[config.mk]
export PLATFORM = sky130hd
export DESIGN_NAME = inst_fetch_queue_flat
export DESIGN_NICKNAME = d
export VERILOG_FILES = /design/src/rtl/inst_fetch_queue_pkg.sv /design/src/rtl/inst_fetch_queue_if.sv /design/src/rtl/fetch_queue_ram.sv /design/src/rtl/inst_fetch_queue.sv /design/src/flat_wrapper.sv
export SDC_FILE = /design/constraint.sdc
export NUM_CORES = 1
export LEC_CHECK = 0
export CELL_PAD_IN_SITES_DETAIL_PLACEMENT = 0
export CELL_PAD_IN_SITES_GLOBAL_PLACEMENT = 1
export CORE_MARGIN = 2
export CORE_UTILIZATION = 41
export DETAILED_ROUTE_END_ITERATION = 8
export PLACE_DENSITY_LB_ADDON = 0.05
export SLEW_MARGIN = 5
export SYNTH_ARGS = -nofsm -noshare
export SYNTH_HDL_FRONTEND = slang
export SYNTH_HIERARCHICAL = 1
export SYNTH_SLANG_ARGS = --single-unit
[constraint.sdc]
create_clock -name clk -period 4 [get_ports clk]
set_input_delay 0.4 -clock clk [delete_from_list [all_inputs] [get_ports clk]]
set_output_delay 0.4 -clock clk [all_outputs]
set_load 0.01 [all_outputs]
[src/rtl/inst_fetch_queue_pkg.sv]
// rtl/inst_fetch_queue_pkg.sv - shared fetch-path defaults
// Purpose: default widths, depth and PC constants used by the fetch queue,
//          its storage and its memory-side interface.
package inst_fetch_queue_pkg;

  localparam int          IFQ_ADDR_W   = 32;
  localparam int          IFQ_DATA_W   = 32;
  localparam int          IFQ_DEPTH    = 4;
  localparam logic [31:0] RESET_PC_DEF = 32'h0000_0000;
  localparam int          PC_STEP_DEF  = 4;

endpackage

[src/rtl/inst_fetch_queue_if.sv]
// rtl/inst_fetch_queue_if.sv - instruction memory request/response bundle
// Purpose: groups the fetch-side instruction memory signals.
// Ports:
//   imem_req/imem_addr   request valid and fetch address (fetch side drives)
//   imem_gnt             request accepted this cycle (memory drives)
//   imem_rvalid/rdata    in-order response (memory drives)
// Modports: master = fetch engine, slave = instruction memory.
interface inst_fetch_queue_if
  import inst_fetch_queue_pkg::*;
#(
  parameter int ADDR_W = IFQ_ADDR_W,
  parameter int DATA_W = IFQ_DATA_W
);
  logic              imem_req;
  logic [ADDR_W-1:0] imem_addr;
  logic              imem_gnt;
  logic              imem_rvalid;
  logic [DATA_W-1:0] imem_rdata;

  modport master (
    output imem_req, imem_addr,
    input  imem_gnt, imem_rvalid, imem_rdata
  );

  modport slave (
    input  imem_req, imem_addr,
    output imem_gnt, imem_rvalid, imem_rdata
  );
endinterface

[src/rtl/fetch_queue_ram.sv]
// rtl/fetch_queue_ram.sv - fetch queue entry storage
// Purpose: DEPTH entries of {addr, inst, filled}.
// Ports:
//   clk, rst_n            clock, asynchronous active-low reset
//   clear_all             drop every filled bit (branch flush)
//   alloc_en/idx/addr     allocate entry: record address, mark unfilled
//   fill_en/idx/inst      write returned instruction, mark filled
//   pop_en                release the entry at rd_idx (head)
//   rd_idx/addr/inst/filled  head read port (combinational)
module fetch_queue_ram #(
  parameter int ADDR_W = 32,
  parameter int DATA_W = 32,
  parameter int DEPTH  = 4,
  localparam int PTR_W = $clog2(DEPTH)
) (
  input  logic              clk,
  input  logic              rst_n,
  input  logic              clear_all,
  input  logic              alloc_en,
  input  logic [PTR_W-1:0]  alloc_idx,
  input  logic [ADDR_W-1:0] alloc_addr,
  input  logic              fill_en,
  input  logic [PTR_W-1:0]  fill_idx,
  input  logic [DATA_W-1:0] fill_inst,
  input  logic              pop_en,
  input  logic [PTR_W-1:0]  rd_idx,
  output logic [ADDR_W-1:0] rd_addr,
  output logic [DATA_W-1:0] rd_inst,
  output logic              rd_filled
);
  logic [ADDR_W-1:0] addr_q [DEPTH];
  logic [DATA_W-1:0] inst_q [DEPTH];
  logic [DEPTH-1:0]  filled_q;

  // Alloc, fill and pop never target the same entry in one cycle: alloc
  // uses a free slot, fill an allocated unfilled one, pop a filled head.
  always_ff @(posedge clk or negedge rst_n) begin
    if (!rst_n) begin
      for (int i = 0; i < DEPTH; i++) begin
        addr_q[i] <= '0;
        inst_q[i] <= '0;
      end
      filled_q <= '0;
    end else if (clear_all) begin
      filled_q <= '0;
    end else begin
      if (alloc_en) begin
        addr_q[alloc_idx]   <= alloc_addr;
        filled_q[alloc_idx] <= 1'b0;
      end
      if (fill_en) begin
        inst_q[fill_idx]   <= fill_inst;
        filled_q[fill_idx] <= 1'b1;
      end
      if (pop_en) begin
        filled_q[rd_idx] <= 1'b0;
      end
    end
  end

  assign rd_addr   = addr_q[rd_idx];
  assign rd_inst   = inst_q[rd_idx];
  assign rd_filled = filled_q[rd_idx];
endmodule

[src/rtl/inst_fetch_queue.sv]
// rtl/inst_fetch_queue.sv - multi-request instruction fetch queue
// Purpose: keeps up to DEPTH fetches in flight to a variable-latency
//          instruction memory, buffers responses in order and hands them to
//          decode over valid/ready. A redirect flushes the queue and drops
//          responses still in flight.
// Ports:
//   clk, rst_n                   clock, asynchronous active-low reset
//   imem (master)                imem_req/addr/gnt/rvalid/rdata
//   redirect_valid/addr          taken branch from MEM: flush and refetch
//   out_valid/ready              head handshake toward decode
//   out_inst/addr/addr_next      head instruction, its address, address+step
//   occupancy                    allocated entries, filled or not
// Build option: INST_FETCH_BYPASS_EN - a response for the single unfilled
//   entry of an otherwise empty queue is forwarded to out_* in the same cycle.
module inst_fetch_queue
  import inst_fetch_queue_pkg::*;
#(
  parameter int                ADDR_W   = IFQ_ADDR_W,
  parameter int                DATA_W   = IFQ_DATA_W,
  parameter int                DEPTH    = IFQ_DEPTH,
  parameter logic [ADDR_W-1:0] RESET_PC = ADDR_W'(RESET_PC_DEF),
  parameter int                PC_STEP  = PC_STEP_DEF,
  localparam int PTR_W = $clog2(DEPTH),
  localparam int CNT_W = $clog2(DEPTH + 1)
) (
  input  logic                 clk,
  input  logic                 rst_n,
  inst_fetch_queue_if.master   imem,
  input  logic                 redirect_valid,
  input  logic [ADDR_W-1:0]    redirect_addr,
  output logic                 out_valid,
  input  logic                 out_ready,
  output logic [DATA_W-1:0]    out_inst,
  output logic [ADDR_W-1:0]    out_addr,
  output logic [ADDR_W-1:0]    out_addr_next,
  output logic [CNT_W-1:0]     occupancy
);
  localparam logic [CNT_W-1:0] DEPTH_C = CNT_W'(DEPTH);

  logic [ADDR_W-1:0] fetch_pc;
  logic [PTR_W-1:0]  head_ptr, fill_ptr, alloc_ptr;
  logic [CNT_W-1:0]  alloc_cnt, inflight, discard_cnt;

  logic [ADDR_W-1:0] head_addr;
  logic [DATA_W-1:0] head_inst;
  logic              head_filled;

  logic accept, resp, resp_drop, resp_keep;
  logic bypass_hit, bypass_take, fill_wr, drain;

  // Held low through reset so nothing is requested before the memory is up.
  assign imem.imem_req  = rst_n & ~redirect_valid & (alloc_cnt < DEPTH_C) & (inflight < DEPTH_C);
  assign imem.imem_addr = fetch_pc;
  assign accept         = imem.imem_req & imem.imem_gnt;

  // A response with nothing in flight is a memory protocol error: ignored.
  assign resp      = imem.imem_rvalid & (inflight != '0);
  assign resp_drop = resp & (discard_cnt != '0);
  assign resp_keep = resp & (discard_cnt == '0) & ~redirect_valid;

`ifdef INST_FETCH_BYPASS_EN
  assign bypass_hit = resp_keep & (alloc_cnt == CNT_W'(1)) & ~head_filled;
`else
  assign bypass_hit = 1'b0;
`endif

  assign out_valid     = (head_filled | bypass_hit) & ~redirect_valid;
  assign out_inst      = bypass_hit ? imem.imem_rdata : head_inst;
  assign out_addr      = head_addr;
  assign out_addr_next = head_addr + ADDR_W'(PC_STEP);
  assign occupancy     = alloc_cnt;

  assign drain       = out_valid & out_ready;
  // A forwarded response consumed immediately never lands in storage, but
  // the fill pointer still has to step past its entry.
  assign bypass_take = bypass_hit & out_ready;
  assign fill_wr     = resp_keep & ~bypass_take;

  fetch_queue_ram #(
    .ADDR_W(ADDR_W),
    .DATA_W(DATA_W),
    .DEPTH (DEPTH)
  ) u_ram (
    .clk       (clk),
    .rst_n     (rst_n),
    .clear_all (redirect_valid),
    .alloc_en  (accept),
    .alloc_idx (alloc_ptr),
    .alloc_addr(fetch_pc),
    .fill_en   (fill_wr),
    .fill_idx  (fill_ptr),
    .fill_inst (imem.imem_rdata),
    .pop_en    (drain),
    .rd_idx    (head_ptr),
    .rd_addr   (head_addr),
    .rd_inst   (head_inst),
    .rd_filled (head_filled)
  );

  always_ff @(posedge clk or negedge rst_n) begin
    if (!rst_n) begin
      fetch_pc    <= RESET_PC;
      head_ptr    <= '0;
      fill_ptr    <= '0;
      alloc_ptr   <= '0;
      alloc_cnt   <= '0;
      inflight    <= '0;
      discard_cnt <= '0;
    end else if (redirect_valid) begin
      // No issue or drain this cycle; everything still outstanding after
      // this cycle's response (if any) belongs to the old path.
      fetch_pc    <= redirect_addr;
      head_ptr    <= '0;
      fill_ptr    <= '0;
      alloc_ptr   <= '0;
      alloc_cnt   <= '0;
      inflight    <= inflight - CNT_W'(resp);
      discard_cnt <= inflight - CNT_W'(resp);
    end else begin
      if (accept) begin
        fetch_pc  <= fetch_pc + ADDR_W'(PC_STEP);
        alloc_ptr <= alloc_ptr + PTR_W'(1);
      end
      if (fill_wr | bypass_take) begin
        fill_ptr <= fill_ptr + PTR_W'(1);
      end
      if (drain) begin
        head_ptr <= head_ptr + PTR_W'(1);
      end
      alloc_cnt <= alloc_cnt + CNT_W'(accept) - CNT_W'(drain);
      inflight  <= inflight + CNT_W'(accept) - CNT_W'(resp);
      if (resp_drop) begin
        discard_cnt <= discard_cnt - CNT_W'(1);
      end
    end
  end
endmodule
[src/flat_wrapper.sv]
// flat-port wrapper written by rule: the top's interface ports become plain ports
module inst_fetch_queue_flat import inst_fetch_queue_pkg::*;
#(
  parameter int                ADDR_W   = IFQ_ADDR_W,
  parameter int                DATA_W   = IFQ_DATA_W,
  parameter int                DEPTH    = IFQ_DEPTH,
  parameter logic [ADDR_W-1:0] RESET_PC = ADDR_W'(RESET_PC_DEF),
  parameter int                PC_STEP  = PC_STEP_DEF,
  localparam int PTR_W = $clog2(DEPTH),
  localparam int CNT_W = $clog2(DEPTH + 1)
)
  (clk, rst_n, redirect_valid, redirect_addr, out_valid, out_ready, out_inst, out_addr, out_addr_next, occupancy, imem_imem_req, imem_imem_addr, imem_imem_gnt, imem_imem_rvalid, imem_imem_rdata);
  inst_fetch_queue_if #(.ADDR_W(ADDR_W), .DATA_W(DATA_W)) imem_i ();
  input  logic clk;
  input  logic rst_n;
  input  logic redirect_valid;
  input  logic [ADDR_W-1:0] redirect_addr;
  output logic out_valid;
  input  logic out_ready;
  output logic [DATA_W-1:0] out_inst;
  output logic [ADDR_W-1:0] out_addr;
  output logic [ADDR_W-1:0] out_addr_next;
  output logic [CNT_W-1:0] occupancy;
  output wire logic [$bits(imem_i.imem_req)-1:0] imem_imem_req;
  output wire logic [$bits(imem_i.imem_addr)-1:0] imem_imem_addr;
  input wire logic [$bits(imem_i.imem_gnt)-1:0] imem_imem_gnt;
  input wire logic [$bits(imem_i.imem_rvalid)-1:0] imem_imem_rvalid;
  input wire logic [$bits(imem_i.imem_rdata)-1:0] imem_imem_rdata;
  assign imem_imem_req = imem_i.imem_req;
  assign imem_imem_addr = imem_i.imem_addr;
  assign imem_i.imem_gnt = imem_imem_gnt;
  assign imem_i.imem_rvalid = imem_imem_rvalid;
  assign imem_i.imem_rdata = imem_imem_rdata;
  inst_fetch_queue #(.ADDR_W(ADDR_W), .DATA_W(DATA_W), .DEPTH(DEPTH), .RESET_PC(RESET_PC), .PC_STEP(PC_STEP)) u_core (.clk(clk), .rst_n(rst_n), .imem(imem_i), .redirect_valid(redirect_valid), .redirect_addr(redirect_addr), .out_valid(out_valid), .out_ready(out_ready), .out_inst(out_inst), .out_addr(out_addr), .out_addr_next(out_addr_next), .occupancy(occupancy));
endmodule
== After elaboration in Yosys (flattened, before gate mapping) ==
Cells that the tools add are included.
Word-level totals
  memory bits (read-only): 0
  latch bits: 0
  RAM bits: 0
  bits in registers: 307
  memories: 0
  output and inout port bits: 133
Operators by class
  multiply operators: 0
  $lt $le $gt $ge: 13
  divide/modulo/power cells: 0
  shifts and indexed selects: 0
  $add $sub $neg: 11
  bitwise operators: 19
  reductions and logical operators: 14
  eq/ne operators: 0
  multiplexer cells: 38
Operators by type and width (number)
  128-bit bitwise mux: 2
  32-bit 2-to-1 mux: 8
  32-bit binary-select mux with 2-bit select: 2
  32-bit demux with 2-bit select: 2
  32-bit by 3-bit adder with 32-bit output (second input constant): 2
  4-bit 2-to-1 mux: 6
  2-bit 2-to-1 mux: 6
  3-bit 2-to-1 mux: 4
  1-bit AND: 10
  3-bit greater-or-equal comparator (second input constant): 3
  2-bit by 3-bit less-than comparator with 1-bit output (second input constant): 3
  2-bit NOT with 3-bit output: 3
  3-bit by 1-bit subtractor with 3-bit output: 3
  4-bit AND: 2
  4-bit NOT: 2
  2-bit nonzero test: 4
  2-bit by 1-bit adder with 2-bit output (second input constant): 3
  3-bit by 1-bit adder with 3-bit output: 2
  1-bit demux with 2-bit select: 3
  2-bit by 1-bit greater-or-equal comparator with 1-bit output (second input constant): 3
  3-bit by 1-bit less-than comparator with 1-bit output (second input constant): 2
  3-bit less-than comparator (second input constant): 2
  3-bit nonzero test: 2
  1-bit logical AND: 5
  other kinds (7): 11

== Logic depth before layout (Yosys ltp) ==
  depth in word-level cells: 14
  depth in mapped cells: 13
  depth with buffers taken out: 10

== Cells and area by module ==
The synthesis kept the hierarchy.
By module, submodules not included
  fetch_queue_ram: area each 11422.2 um^2, seq. area each 6506.2 um^2, instances 1, cells each 655
  inst_fetch_queue: area each 3459.6 um^2, seq. area each 1176.1 um^2, instances 1, cells each 405

== Worst setup path after synthesis ==
No wires, ideal clock.
  kind: reg-to-output
  start: register u_core.head_ptr[0]
  end: output out_addr_next[30]
  data arrival time: 2.513 ns
  path buffers: 4
  stages on the path, launching flop included: 10
  path slack: 1.087 ns
  cell sequence: dfrtp_1 > clkbuf_1 > buf_2 > mux4_2 > and3_1 > clkbuf_1 > nand4_1 > clkbuf_1 > nor4_1 > xnor2_1
Between the ends
  longest elaborated chain between the ends: 5
Ends and longest elaborated chain
  start: declaration: RTL line inst_fetch_queue.sv:41  | logic [PTR_W-1:0] head_ptr, fill_ptr, alloc_ptr;
  start signal: assignment: RTL line inst_fetch_queue.sv:128  | head_ptr <= head_ptr + PTR_W'(1);
  2-bit NOT with 3-bit output (not written as such): RTL line fetch_queue_ram.sv:61  | assign rd_addr = addr_q[rd_idx];
  32-bit binary-select mux with 2-bit select: RTL line fetch_queue_ram.sv:61
  32-bit 2-to-1 mux (not written as such) (2 in series): RTL line fetch_queue_ram.sv:61
  via out_addr[4]: RTL line flat_wrapper.sv:21  | output logic [ADDR_W-1:0] out_addr;
  32-bit by 3-bit adder with 32-bit output: RTL line inst_fetch_queue.sv:70  | assign out_addr_next = head_addr + ADDR_W'(PC_STEP);
  end: declaration: RTL line flat_wrapper.sv:22  | output logic [ADDR_W-1:0] out_addr_next;
The timed path passes the listed nets, and every way through them passes these cells. The select of a mux whose other input is x is not followed.

== Worst setup path after layout ==
  start: register u_core.head_ptr[0]
  end: output out_addr_next[31]
Between the ends
  longest elaborated chain between the ends: 5
Ends and longest elaborated chain (RTL line)
  2-bit NOT with 3-bit output (not written as such): fetch_queue_ram.sv:61
  32-bit binary-select mux with 2-bit select: fetch_queue_ram.sv:61
  32-bit 2-to-1 mux (not written as such) (2 in series): fetch_queue_ram.sv:61
  32-bit by 3-bit adder with 32-bit output: inst_fetch_queue.sv:70
Every way passes these cells. The select of a mux whose other input is x is not followed.

==> results.ini <==
[pwr]
peakVddDrop_mv=0.2656
p_leak_uw=0.008182
power_density_nw_per_um2=551.9

[floorplanning]
dieHeight_um=194.5
dieWidth_um=194.5
die_area_um2=37840
row_count=69
start_util_pct=41.74
core-area_um2=35660
num_io_pins=203

[clock_network]
root_buffer=clkbuf_16
clk_latency_ns=0.52
htree_levels=2
clk_pin_slew_ns=0.06
cts_sinks=307
cts_tree=yes
numCtsBuffers=36
clockBufferDepth=3

[grt]
antenna_found_initial=2
grt_pass1_wl_mm=61.24
gr-total-overflow=0
grt_pass1_vias=10080
grt_max_degree=156
grt_util_all_layers_pct=20.67

[setup_path]
cp_max_fo=14
cp-start-kind=flop
arrival_ns=3.39
criticalPathCategory=flop to output port
critPathCaptureType=output port
crit_required_ns=3.60

[drt]
num_vias=9685
wl_per_cell_um=22.04
ant_nets=0
drc=0
viasPerCell=5.544
wl_mm=38.50
first_pass_iters=5
drtIter0Drc=472

[timing]
slew_headroom_pct=31.65
setup_violations=0
fmax_ghz=0.2640
finalCriticalPeriod_ns=3.788
hold_viol=0
worst_pin_slew_ns=1.025
finalSetupTns_ns=0
finClkSkew_ns=0.01068
rsz0062_at_grt=no
fin_crit_sh_pct=94.70
slew_viol_final=0

[logic_synthesis]
synthSimpleGateAreaFrac_pct=7.827
syn_inst=1060
seq_area_frac_synth_pct=51.62
async_reset_ff_share_pct=100.0
synth-edff-count=0
synthMuxAreaShare_pct=29.92
yosys-top-cells-count=dfrtp_1 (307), mux2_2 (250), mux4_2 (65)
ys_types=58
synth_fa_ha_area_share_pct=0.9417
synth_most_common_cell=dfrtp_1
netlist.area_leader.share_pct=51.62
synth_top_family_by_area=multiplexers
syn-cell-area_um2=14880
ys_top_cells_by_area=dfrtp_1 (52%), mux2_2 (19%), mux4_2 (9.8%), xor2_1 (1.4%), nand3_1 (1.2%)
yosys.area_share.xor_xnor_pct=2.413
synth.largest_area_cell=dfrtp_1
ys_seq_elements=307
avgSynthCellArea_um2=14.04
synthesis.nets=1140
synth_compound_area_share_pct=3.683
synth_flop_cell=dfrtp_1
ys_warn_count=6

[run]
cap_violations=0

[placement]
port_buffers=202
placed_area_um2=17270
routabilityCongestion=0.7597
dpl.hpwl_mm=24.96

[finish]
fin_nets=1344
drive_above_1_share_pct=32.97
multi_input_area_um2=6689
fillers=3088
design_area_um2=18550
diodes=0
syn_to_final_growth_pct=24.63
regArea_um2=7690

[status]
run_status=finished clean

[worst_hold_path]
min_path_type=input port to flop

[per-layer routing]
| metal | GRT usage [%] | wire, um | vias up |
|---|---|---|---|
| met2 | 33.67 | 18410 | 227 |
| met5 | 0 | 23 | - |
| met3 | 4.807 | 2202 | 33 |
| met1 | 28.66 | 17460 | 5047 |
| li1 | - | - | 4374 |
| met4 | 3.590 | 403 | 4 |
[metrics by stage]
stage / util, % / hold slack (ns) / power, uW / std cells / worst slack (ns)
after detailed placement: 48.45 / 0.2684 / 7032 / 1679 / 0.4602
after global placement: 48.45 / 0.2715 / 7015 / 1679 / 0.4906
after global routing: 52.02 / 0.2986 / 10780 / 1747 / 0.03520
after CTS: 51.83 / 0.2815 / 10370 / 1741 / 0.01822
final: 52.02 / 0.2885 / 10240 / 1747 / 0.2120
after floorplan: - / 0.1044 / 5469 / 1060 / 1.087
[sequential cells by signal (all words and copies together), names as in the netlist]
register / count
u_core/discard_cnt: 3
u_core/alloc_ptr: 2
u_core/head_ptr: 2
u_core/occupancy: 3
u_core/fill_ptr: 2
u_core/imem.imem_addr: 32
u_core/inflight: 3
u_core/u_ram/addr_q: 128
u_core/u_ram/inst_q: 128
u_core/u_ram/filled_q: 4
[worst max-delay path, stage by stage (launching register included)]
cell and delay [ns]:
dfrtp_4 0.60, buf_4 0.19, mux4_2 0.37, and3_2 0.33, nand4_1 0.31, nor4_2 0.34, xor2_1 0.18, clkdlybuf4s50_1 0.55
[report_power, final]
group | internal, uW | switching [uW] | leakage, uW
clock network | 2000 | 1280 | 0.000592
logic | 1750 | 1270 | 0.00347
registers | 3570 | 361 | 0.00412
[worst paths after layout]
path | startpoint | to | slack (ns) | depth (start not counted)
max | u_core/head_ptr[0] | out_addr_next[31] | 0.21 | 7
min | redirect_valid | u_core/fill_ptr[0] | 0.29 | 2
max reg2reg | u_core/head_ptr[0] | u_core/occupancy[2] | 0.96 | 11
min reg2reg | u_core/u_ram/addr_q[100] | u_core/u_ram/addr_q[100] | 0.48 | 1
max in group asynchronous | rst_n | u_core/u_ram/addr_q[94] | 1.71 | 4
min in group asynchronous | rst_n | u_core/imem.imem_addr[6] | 0.33 | 2
[cell usage in the layout (no fill, tap or decap), types with 4 or more instances in the layout]
cell type and count:
xor2_1 23, xnor2_1 18, nand4_1 22, clkdlybuf4s50_1 200, nor4b_4 4, ha_1 8
a32oi_1 4, a211o_1 4, nor4_1 11, buf_4 29, a22oi_1 6, a21oi_1 7
or4_1 8, nor3_1 10, mux2_1 11, nor2b_1 5, clkbuf_16 37, and2_1 6
o21ai_0 11, dfrtp_1 305, o311ai_0 9, a21o_1 4, mux4_2 65, inv_1 24
nand2_1 48, mux2i_1 5, nand3_1 36, clkinv_2 6, and4_1 7, clkbuf_8 10
and3_1 5, nor2_1 22, o211ai_1 7, mux2_2 250
[kinds of logic after synthesis]
logic type | Yosys count
AO/OA/AOI/OAI | 73
XOR/XNOR | 41
adder cells (fa/ha/maj) | 10
buffers and inverters | 96
flip-flops | 307
multiplexers | 331
AND/OR/NAND/NOR | 202
[cell type report]
cell class	count	area share, %
Clock inverter	10	0.5801
Multi-Input combinational cell	657	36.06
Inverter	26	0.5262
Timing Repair Buffer	236	12.47
Clock buffer	50	5.795
Tap cell	461	3.110
Sequential cell	307	41.46
[repair_timing]
item,CTS,global route
hold endpoints to repair,27,0
hold buffers,1,0
endpoints found under the setup margin,4,3
resized for setup,2,3
pin swaps,1,1
buffers inserted,1,6
No activity file was read; power rests on OpenSTA's default activity.
